[src/rtl/pushbuttons_leds_debounce.sv]
// pushbuttons_leds_debounce: N_CH active-low raw pushbuttons, each synchronised,
// debounced and driving one registered LED in a run-time selected mode
// (direct, toggle, blink-while-held, inverted), plus a one-cycle press strobe.
module pushbuttons_leds_debounce #(
  parameter int N_CH            = 2,
  parameter int DEBOUNCE_CYCLES = 500000,
  parameter int BLINK_CYCLES    = 12500000
) (
  input  logic            CLK,
  input  logic            RST,
  input  logic [N_CH-1:0] PB_n,
  input  logic [1:0]      MODE,
  output logic [N_CH-1:0] LED,
  output logic [N_CH-1:0] PRESS
);

  localparam int DB_W = (DEBOUNCE_CYCLES > 1) ? $clog2(DEBOUNCE_CYCLES) : 1;
  localparam int BL_W = (BLINK_CYCLES > 1) ? $clog2(BLINK_CYCLES) : 1;
  localparam logic [DB_W-1:0] DB_MAX = DB_W'(DEBOUNCE_CYCLES - 1);
  localparam logic [BL_W-1:0] BL_MAX = BL_W'(BLINK_CYCLES - 1);

  typedef enum logic [1:0] {
    MODE_DIRECT = 2'b00,
    MODE_TOGGLE = 2'b01,
    MODE_BLINK  = 2'b10,
    MODE_INVERT = 2'b11
  } led_mode_e;

  led_mode_e mode;
  assign mode = led_mode_e'(MODE);

  // Synchroniser stages (reset to released = 1)
  logic [N_CH-1:0] sync1_q, sync2_q;
  logic [N_CH-1:0] sync;

  // Debounce state
  logic [DB_W-1:0] dbcnt_q [N_CH];
  logic [DB_W-1:0] dbcnt_d [N_CH];
  logic [N_CH-1:0] db_q, db_d;
  logic [N_CH-1:0] db_dly_q;

  // Toggle, blink and LED state
  logic [N_CH-1:0] tog_q, tog_d;
  logic [BL_W-1:0] blcnt_q [N_CH];
  logic [BL_W-1:0] blcnt_d [N_CH];
  logic [N_CH-1:0] phase_q, phase_d;
  logic [N_CH-1:0] led_q, led_d;
  logic [N_CH-1:0] press;

  assign sync  = ~sync2_q;
  assign press = db_q & ~db_dly_q;
  assign PRESS = press;
  assign LED   = led_q;

  // Per-channel next-state: debounce counter, toggle, blink timer and LED mux
  always_comb begin
    db_d    = db_q;
    tog_d   = tog_q;
    phase_d = phase_q;
    led_d   = led_q;
    for (int unsigned ch = 0; ch < N_CH; ch++) begin
      dbcnt_d[ch] = '0;
      blcnt_d[ch] = '0;

      if (sync[ch] != db_q[ch]) begin
        if (dbcnt_q[ch] == DB_MAX) begin
          db_d[ch] = ~db_q[ch];
        end else begin
          dbcnt_d[ch] = dbcnt_q[ch] + 1'b1;
        end
      end

      tog_d[ch] = tog_q[ch] ^ press[ch];

      if (!db_q[ch]) begin
        phase_d[ch] = 1'b1;
      end else if (blcnt_q[ch] == BL_MAX) begin
        phase_d[ch] = ~phase_q[ch];
      end else begin
        blcnt_d[ch] = blcnt_q[ch] + 1'b1;
      end

      // Blink uses the registered phase: with the LED one register behind,
      // this makes the first lit half-period a full BLINK_CYCLES long.
      unique case (mode)
        MODE_DIRECT: led_d[ch] = db_q[ch];
        MODE_TOGGLE: led_d[ch] = tog_d[ch];
        MODE_BLINK:  led_d[ch] = db_q[ch] & phase_q[ch];
        MODE_INVERT: led_d[ch] = ~db_q[ch];
        default:     led_d[ch] = db_q[ch];
      endcase
    end
  end

  // State registers with synchronous reset taking priority over everything
  always_ff @(posedge CLK) begin
    if (RST) begin
      sync1_q  <= '1;
      sync2_q  <= '1;
      db_q     <= '0;
      db_dly_q <= '0;
      tog_q    <= '0;
      phase_q  <= '1;
      led_q    <= '0;
      for (int unsigned ch = 0; ch < N_CH; ch++) begin
        dbcnt_q[ch] <= '0;
        blcnt_q[ch] <= '0;
      end
    end else begin
      sync1_q  <= PB_n;
      sync2_q  <= sync1_q;
      db_q     <= db_d;
      db_dly_q <= db_q;
      tog_q    <= tog_d;
      phase_q  <= phase_d;
      led_q    <= led_d;
      for (int unsigned ch = 0; ch < N_CH; ch++) begin
        dbcnt_q[ch] <= dbcnt_d[ch];
        blcnt_q[ch] <= blcnt_d[ch];
      end
    end
  end

endmodule

[config.mk]
export PLATFORM = sky130hd
export DESIGN_NAME = pushbuttons_leds_debounce
export DESIGN_NICKNAME = d
export VERILOG_FILES = /design/src/rtl/pushbuttons_leds_debounce.sv
export SDC_FILE = /design/constraint.sdc
export NUM_CORES = 1
export LEC_CHECK = 0
export ABC_CLOCK_PERIOD_IN_PS = 2550
export CAP_MARGIN = 20
export CORE_UTILIZATION = 40
export DETAILED_ROUTE_END_ITERATION = 6
export PLACE_DENSITY_LB_ADDON = 0.25
export REMOVE_ABC_BUFFERS = 1
export SYNTH_ARGS = -nofsm -noshare
export SYNTH_HDL_FRONTEND = slang
export SYNTH_SLANG_ARGS = --single-unit
[constraint.sdc]
create_clock -name CLK -period 2.55 [get_ports CLK]
set_clock_uncertainty 0.15 [all_clocks]
set_input_delay 0.51 -clock CLK [delete_from_list [all_inputs] [get_ports CLK]]
set_output_delay 0.51 -clock CLK [all_outputs]
set_load 0.05 [all_outputs]
==> results of run 1 <==
final cells by class:
type	instances	area [um^2]	area share, %
Inverter	13	48.8	1.01
Clock inverter	2	60.1	1.25
Tap cell	136	170	3.53
Multi-Input combinational cell	373	2250	46.7
Sequential cell	100	2000	41.6
Clock buffer	12	145	3.01
Timing Repair Buffer	14	140	2.91
power by group through the flow:
stage	sequential, mW	combinational, mW	clock (mW)
4_1_cts	1.57	0.0379	1.11
6_report	1.57	0.0375	1.07
3_5_place_dp	1.60	0.0378	0
3_3_place_gp	1.60	0.0377	0
2_1_floorplan	1.61	0.0126	0
5_1_grt	1.57	0.0413	1.17
stage by stage:
step / instances / cell area [um^2] / worst slack [ns] / total power, mW / hold WS [ns]
after floorplan: 486 / 4300 / 0.0585 / 1.62 / 0.239
after global placement: 636 / 4610 / 0.354 / 1.64 / 0.244
after detailed placement: 636 / 4610 / 0.314 / 1.64 / 0.252
after CTS: 650 / 4810 / 0.00341 / 2.72 / 0.273
after global routing: 650 / 4820 / 0.215 / 2.78 / 0.299
final: 650 / 4820 / 0.352 / 2.68 / 0.271
cell families (layout without fill, tap and decap cells):
group | after synthesis | after routing | share of synthesized area [%]
flip-flops | 100 | 100 | 45.7
buffers and inverters | 30 | 41 | 2.83
AO/OA/AOI/OAI | 78 | 78 | 10.1
XOR/XNOR | 51 | 51 | 10.2
adder cells (fa/ha/maj) | 4 | 4 | 1.14
AND/OR/NAND/NOR | 240 | 240 | 29.9
metal layers:
metal  vias to the layer above  wire length, um  global-route usage, %
met4                         0              109                   6.26
met1                      1675             4000                   18.6
met2                        38             3750                   25.7
met5                         -                0                      0
met3                        12              280                   4.26
li1                       1819                -                      -
synth_stat cells (2+ instances only):
cell type	number	area share (%)
or4_1	17	2.9
or3_1	21	3.0
o2bb2ai_1	2	0.40
and4_1	13	2.6
o22ai_1	2	0.29
nor2_1	66	5.7
nand3_1	33	3.8
nor2b_1	4	0.57
and3_1	5	0.71
and2_1	3	0.43
xnor2_1	23	4.6
xor2_1	28	5.6
buf_2	3	0.34
a21oi_1	35	4.0
inv_1	13	1.1
nand2_1	29	2.5
o21ai_0	22	2.5
o31ai_1	14	2.4
nor4bb_1	3	0.69
clkbuf_1	13	1.1
nand4_1	22	3.1
nor4b_1	3	0.60
or2_2	4	0.57
ha_1	4	1.1
nor4_1	6	0.86
nor3_1	3	0.34
dfxtp_1	100	46
nand2b_1	2	0.29
critical path, cell delays in order (launching register included):
cell	delay (ns)
dfxtp_1	0.38
ha_1	0.21
nand3_1	0.15
or4_2	0.70
or4_1	0.47
o21ai_0	0.07
sequential cells by signal, summed over array words and instances, names as in the netlist:
register / count
LED: 2
db_q: 2
sync2_q: 2
tog_q: 2
dbcnt_q: 38
phase_q: 2
db_dly_q: 2
blcnt_q: 48
sync1_q: 2
final timing paths:
| check | endpoint | slack, ns | cells past startpoint | start |
|---|---|---|---|---|
| min reg2reg | sync2_q[0] | 0.27 | 1 | sync1_q[0] |
| min | sync2_q[0] | 0.27 | 1 | sync1_q[0] |
| max reg2reg | blcnt_q[0][20] | 0.35 | 5 | blcnt_q[0][0] |
| max | blcnt_q[0][20] | 0.35 | 5 | blcnt_q[0][0] |
repair_timing:
action                     CTS  global route
hold buffers                 0             0
gates resized for setup      0             1
setup endpoints to repair    0             1
==> results.py, run 1 <==
metrics = {
    "run_status": {
        "status": "complete, no violations",
    },
    "floorplanning": {
        "die_x_um": 107,
        "row_count": 37,
        "coreArea_um2": 10500,
        "die_y_um": 107,
        "initial_core_util_pct": 41.8,
        "io_pins": 10,
        "die-area_um2": 11400,
    },
    "cts": {
        "path_clk_slew_ns": 0.09,
        "postCtsSetupRepairBufs": 0,
        "clkSinkCount": 100,
        "cts_tree": "yes",
        "htree_levels": 3,
        "clockRootBuffer": "clkbuf_8",
        "clk_latency_ns": 0.36,
        "cts.path.max_buffers": 2,
        "cts_buffers": 9,
    },
    "worst_setup_path": {
        "cp-end-kind": "flip-flop",
        "critical_path_class": "reg -> reg",
        "crit_arrival_ns": 2.34,
        "path_max_fanout": 4,
        "cp-start-kind": "flip-flop",
        "worstPathRequired_ns": 2.70,
    },
    "power": {
        "ir_drop_v": 0.000358,
        "leakage_nw": 1.42,
        "clockPowerShare_pct": 40.0,
        "p_seq_share_pct": 58.6,
        "p_int_mw": 2.15,
        "combPwrFrac_pct": 1.4,
        "p_switching_mw": 0.522,
        "switching_share_pct": 19.5,
        "power_density_nw_per_um2": 555,
    },
    "synthesis": {
        "ys_seq_area_share_pct": 45.7,
        "yosys_register_bits": 100,
        "synth_cells": 503,
        "ys_types": 38,
        "synth_ff_type": "dfxtp_1",
        "synthArstFlopShare_pct": 0,
        "yosysWarnings": 0,
        "mappedNetlistArea_um2": 4380,
        "synth_edf_count": 0,
        "syn_area_per_cell_um2": 8.70,
    },
    "global_routing": {
        "antenna_found_initial": 0,
        "grt_pass1_wl_um": 14200,
        "gr-usage-all-layers_pct": 15.4,
        "overflow": 0,
        "grt_start_max_net_pins": 25,
        "grt_pass1_vias": 3323,
    },
    "sta": {
        "fin_crit_ns": 2.20,
        "hold_viol": 0,
        "final.setup.tns_ns": 0,
        "worst-slew-pin-transition_ns": 0.587,
        "fmax_mhz": 455,
        "maxSlewHeadroom_pct": 60.6,
        "slew_violations": 0,
        "rsz0062_at_grt": "no",
        "final.period_utilization_pct": 86.2,
        "setup_violations": 0,
    },
    "final_layout": {
        "drive_gt1_share_pct": 5.64,
        "fill_cells": 1045,
        "area_growth_pct": 10.1,
        "final_util_pct": 46.0,
        "fin_nets": 521,
        "layout_commonest_cell": "dfxtp_1",
        "diodes": 0,
        "final_cell_mix": "100 x dfxtp_1, 66 x nor2_1, 35 x a21oi_1, 33 x nand3_1, 29 x nand2_1",
    },
    "placement": {
        "io_buffers": 9,
        "gp_congestion": 0.747,
        "hpwl_um": 5690,
    },
    "routing": {
        "vias_per_cell": 5.45,
        "drtIter0Drc": 149,
        "detail_route.wirelength_um": 8140,
        "num_vias": 3544,
        "wl_per_cell_um": 12.5,
        "ant_nets": 0,
        "dr.pass1.iters": 4,
        "drc": 0,
    },
    "min_path": {
        "hp-class": "reg -> reg",
    },
    "run": {
        "drv_cap": 0,
    },
}
No activity file was read; power rests on OpenSTA's default activity.
==> run 2, diff against run 1 <==
--- a/config.mk
+++ b/config.mk
@@ -9,7 +9,6 @@
 export CAP_MARGIN = 20
 export CORE_UTILIZATION = 40
 export DETAILED_ROUTE_END_ITERATION = 6
-export PLACE_DENSITY_LB_ADDON = 0.25
 export REMOVE_ABC_BUFFERS = 1
 export SYNTH_ARGS = -nofsm -noshare
 export SYNTH_HDL_FRONTEND = slang
==> run 2 against run 1 <==
Cell count up 0.31%; maximum frequency up 0.54%; power up 1.8%; largest power group unchanged.
==> results.py, run 2 (synthesis results as in run 1) <==
metrics = {
    "final_layout": {
        "fill_cells": 1042,
        "fin_nets": 521,
        "diodes": 0,
        "drive_gt1_share_pct": 6.40,
        "largest_register_ffs": 48,
        "top_regs": "blcnt_q x48, dbcnt_q x38",
        "regMostFlops": "blcnt_q",
        "layout_commonest_cell": "dfxtp_1",
        "area_growth_pct": 10.5,
        "final_cell_mix": "100 x dfxtp_1, 66 x nor2_1, 35 x a21oi_1, 33 x nand3_1, 29 x nand2_1",
    },
    "routing": {
        "drc": 0,
        "num_vias": 3471,
        "wl_met2_um": 3680,
        "ant_nets": 0,
        "wl_per_cell_um": 12.6,
        "met1Wirelength_um": 4160,
        "drtIter0Drc": 133,
        "dr.pass1.iters": 4,
        "detail_route.wirelength_um": 8190,
        "vias_per_cell": 5.32,
        "top_layer": "met4",
        "dr_wl_met3_um": 248,
    },
    "sta": {
        "rsz0062_at_grt": "no",
        "final.setup.tns_ns": 0,
        "hold_viol": 0,
        "setup_violations": 0,
        "fin_crit_ns": 2.19,
        "worst-slew-pin-transition_ns": 0.595,
        "fmax_mhz": 457,
        "slew_violations": 0,
        "maxSlewHeadroom_pct": 60.1,
        "fin_ws_ns": 0.364,
        "final.period_utilization_pct": 85.7,
    },
    "cts": {
        "postCtsSetupRepairBufs": 0,
        "cts-resized-gates": 0,
        "cts_hold_buf": 0,
        "path_clk_slew_ns": 0.10,
        "cts.path.max_buffers": 2,
        "cts_tree": "yes",
        "htree_levels": 3,
        "clockRootBuffer": "clkbuf_8",
        "clk_latency_ns": 0.37,
        "cts_buffers": 9,
        "clkSinkCount": 100,
    },
    "global_routing": {
        "gr-usage-all-layers_pct": 15.8,
        "antenna_found_initial": 0,
        "grt_start_max_net_pins": 25,
        "grt_pass1_vias": 3291,
        "grt_pass1_wl_um": 14500,
        "overflow": 0,
    },
    "worst_setup_path": {
        "r2r_setup_slack_ns": 0.36,
        "reg2reg_depth": 5,
        "worstReg2RegStart": "blcnt_q[0][0]",
        "crit_arrival_ns": 2.33,
        "path_max_fanout": 4,
        "critical_path_class": "reg -> reg",
        "worstPathRequired_ns": 2.69,
        "timing.rr.end": "blcnt_q[0][20]",
        "cp-end-kind": "flip-flop",
        "cp-start-kind": "flip-flop",
    },
    "min_path": {
        "hp-start": "sync1_q[1]",
        "hold_path_depth": 1,
        "hp-class": "reg -> reg",
        "hold_end": "sync2_q[1]",
    },
    "floorplanning": {
        "die_y_um": 107,
        "coreArea_um2": 10500,
        "die-area_um2": 11400,
        "die_x_um": 107,
        "io_pins": 10,
        "initial_core_util_pct": 41.8,
        "row_count": 37,
    },
    "power": {
        "power_density_nw_per_um2": 563,
        "power_mw": 2.72,
        "leakage_nw": 1.42,
        "ir_drop_v": 0.000311,
    },
    "placement": {
        "io_buffers": 9,
        "gp_congestion": 0.750,
        "dp_slack_ns": 0.300,
        "hpwl_um": 5670,
    },
    "run": {
        "drv_cap": 0,
    },
    "run_status": {
        "status": "complete, no violations",
    },
}
[run 2: changes by cell type in the layout (fill, tap and decap cells not counted)]
cell,previous run,this run
clkbuf_1,2,0
clkinvlp_4,0,4
inv_6,0,1
clkbuf_8,10,9
[run 2: cell type report]
type,count,area (um^2),area share (%)
clock buffer,9,124,2.56
clock inverter,7,98.8,2.04
tap,136,170,3.52
sequential,100,2000,41.4
multi-input combinational,373,2250,46.6
timing repair buffer,14,140,2.90
inverter,13,48.8,1.01
[run 2: critical path, cell delays in order (launching register included)]
cell	delay, ns
dfxtp_1	0.38
ha_1	0.21
nand3_1	0.13
or4_2	0.69
or4_1	0.47
o21ai_0	0.07
[run 2: worst max-delay path by stage]
stage | start | endpoint | slack, ns | cells after the start
after floorplan | blcnt_q[0][0] | blcnt_q[0][10] | 0.06 | 5
after global placement | RST | blcnt_q[0][21] | 0.35 | 6
after detailed placement | RST | blcnt_q[0][18] | 0.30 | 6
after CTS | db_q[0] | PRESS[0] | 0.01 | 2
after global routing | blcnt_q[0][0] | blcnt_q[0][20] | 0.25 | 5
final | blcnt_q[0][0] | blcnt_q[0][20] | 0.36 | 5
[run 2: power breakdown]
| group | internal, mW | switching (mW) |
|---|---|---|
| logic | 0.0172 | 0.0205 |
| registers | 1.57 | 0.00241 |
| clock network | 0.555 | 0.563 |
[run 2: stage by stage]
| stage | area [um^2] | cells | utilization (%) | hold WS (ns) |
|---|---|---|---|---|
| floorplan | 4300 | 486 | - | 0.239 |
| global placement | 4610 | 636 | 44.1 | 0.244 |
| detailed placement | 4610 | 636 | 44.1 | 0.251 |
| CTS | 4830 | 652 | 46.2 | 0.277 |
| global route | 4830 | 652 | 46.2 | 0.287 |
| finish | 4830 | 652 | 46.2 | 0.273 |
[run 2: metal layers]
metal	up-vias	global-route usage [%]
met4	0	5.38
met5	-	0
met2	24	25.9
li1	1823	-
met1	1616	19.8
met3	8	4.68
==> run 3, diff against run 2 <==
--- a/config.mk
+++ b/config.mk
@@ -10,6 +10,7 @@
 export CORE_UTILIZATION = 40
 export DETAILED_ROUTE_END_ITERATION = 6
 export REMOVE_ABC_BUFFERS = 1
+export SLEW_MARGIN = 0
 export SYNTH_ARGS = -nofsm -noshare
 export SYNTH_HDL_FRONTEND = slang
 export SYNTH_SLANG_ARGS = --single-unit
==> results of run 3 <==
The final DEF is identical to that of run 2; final timing and power are the same.
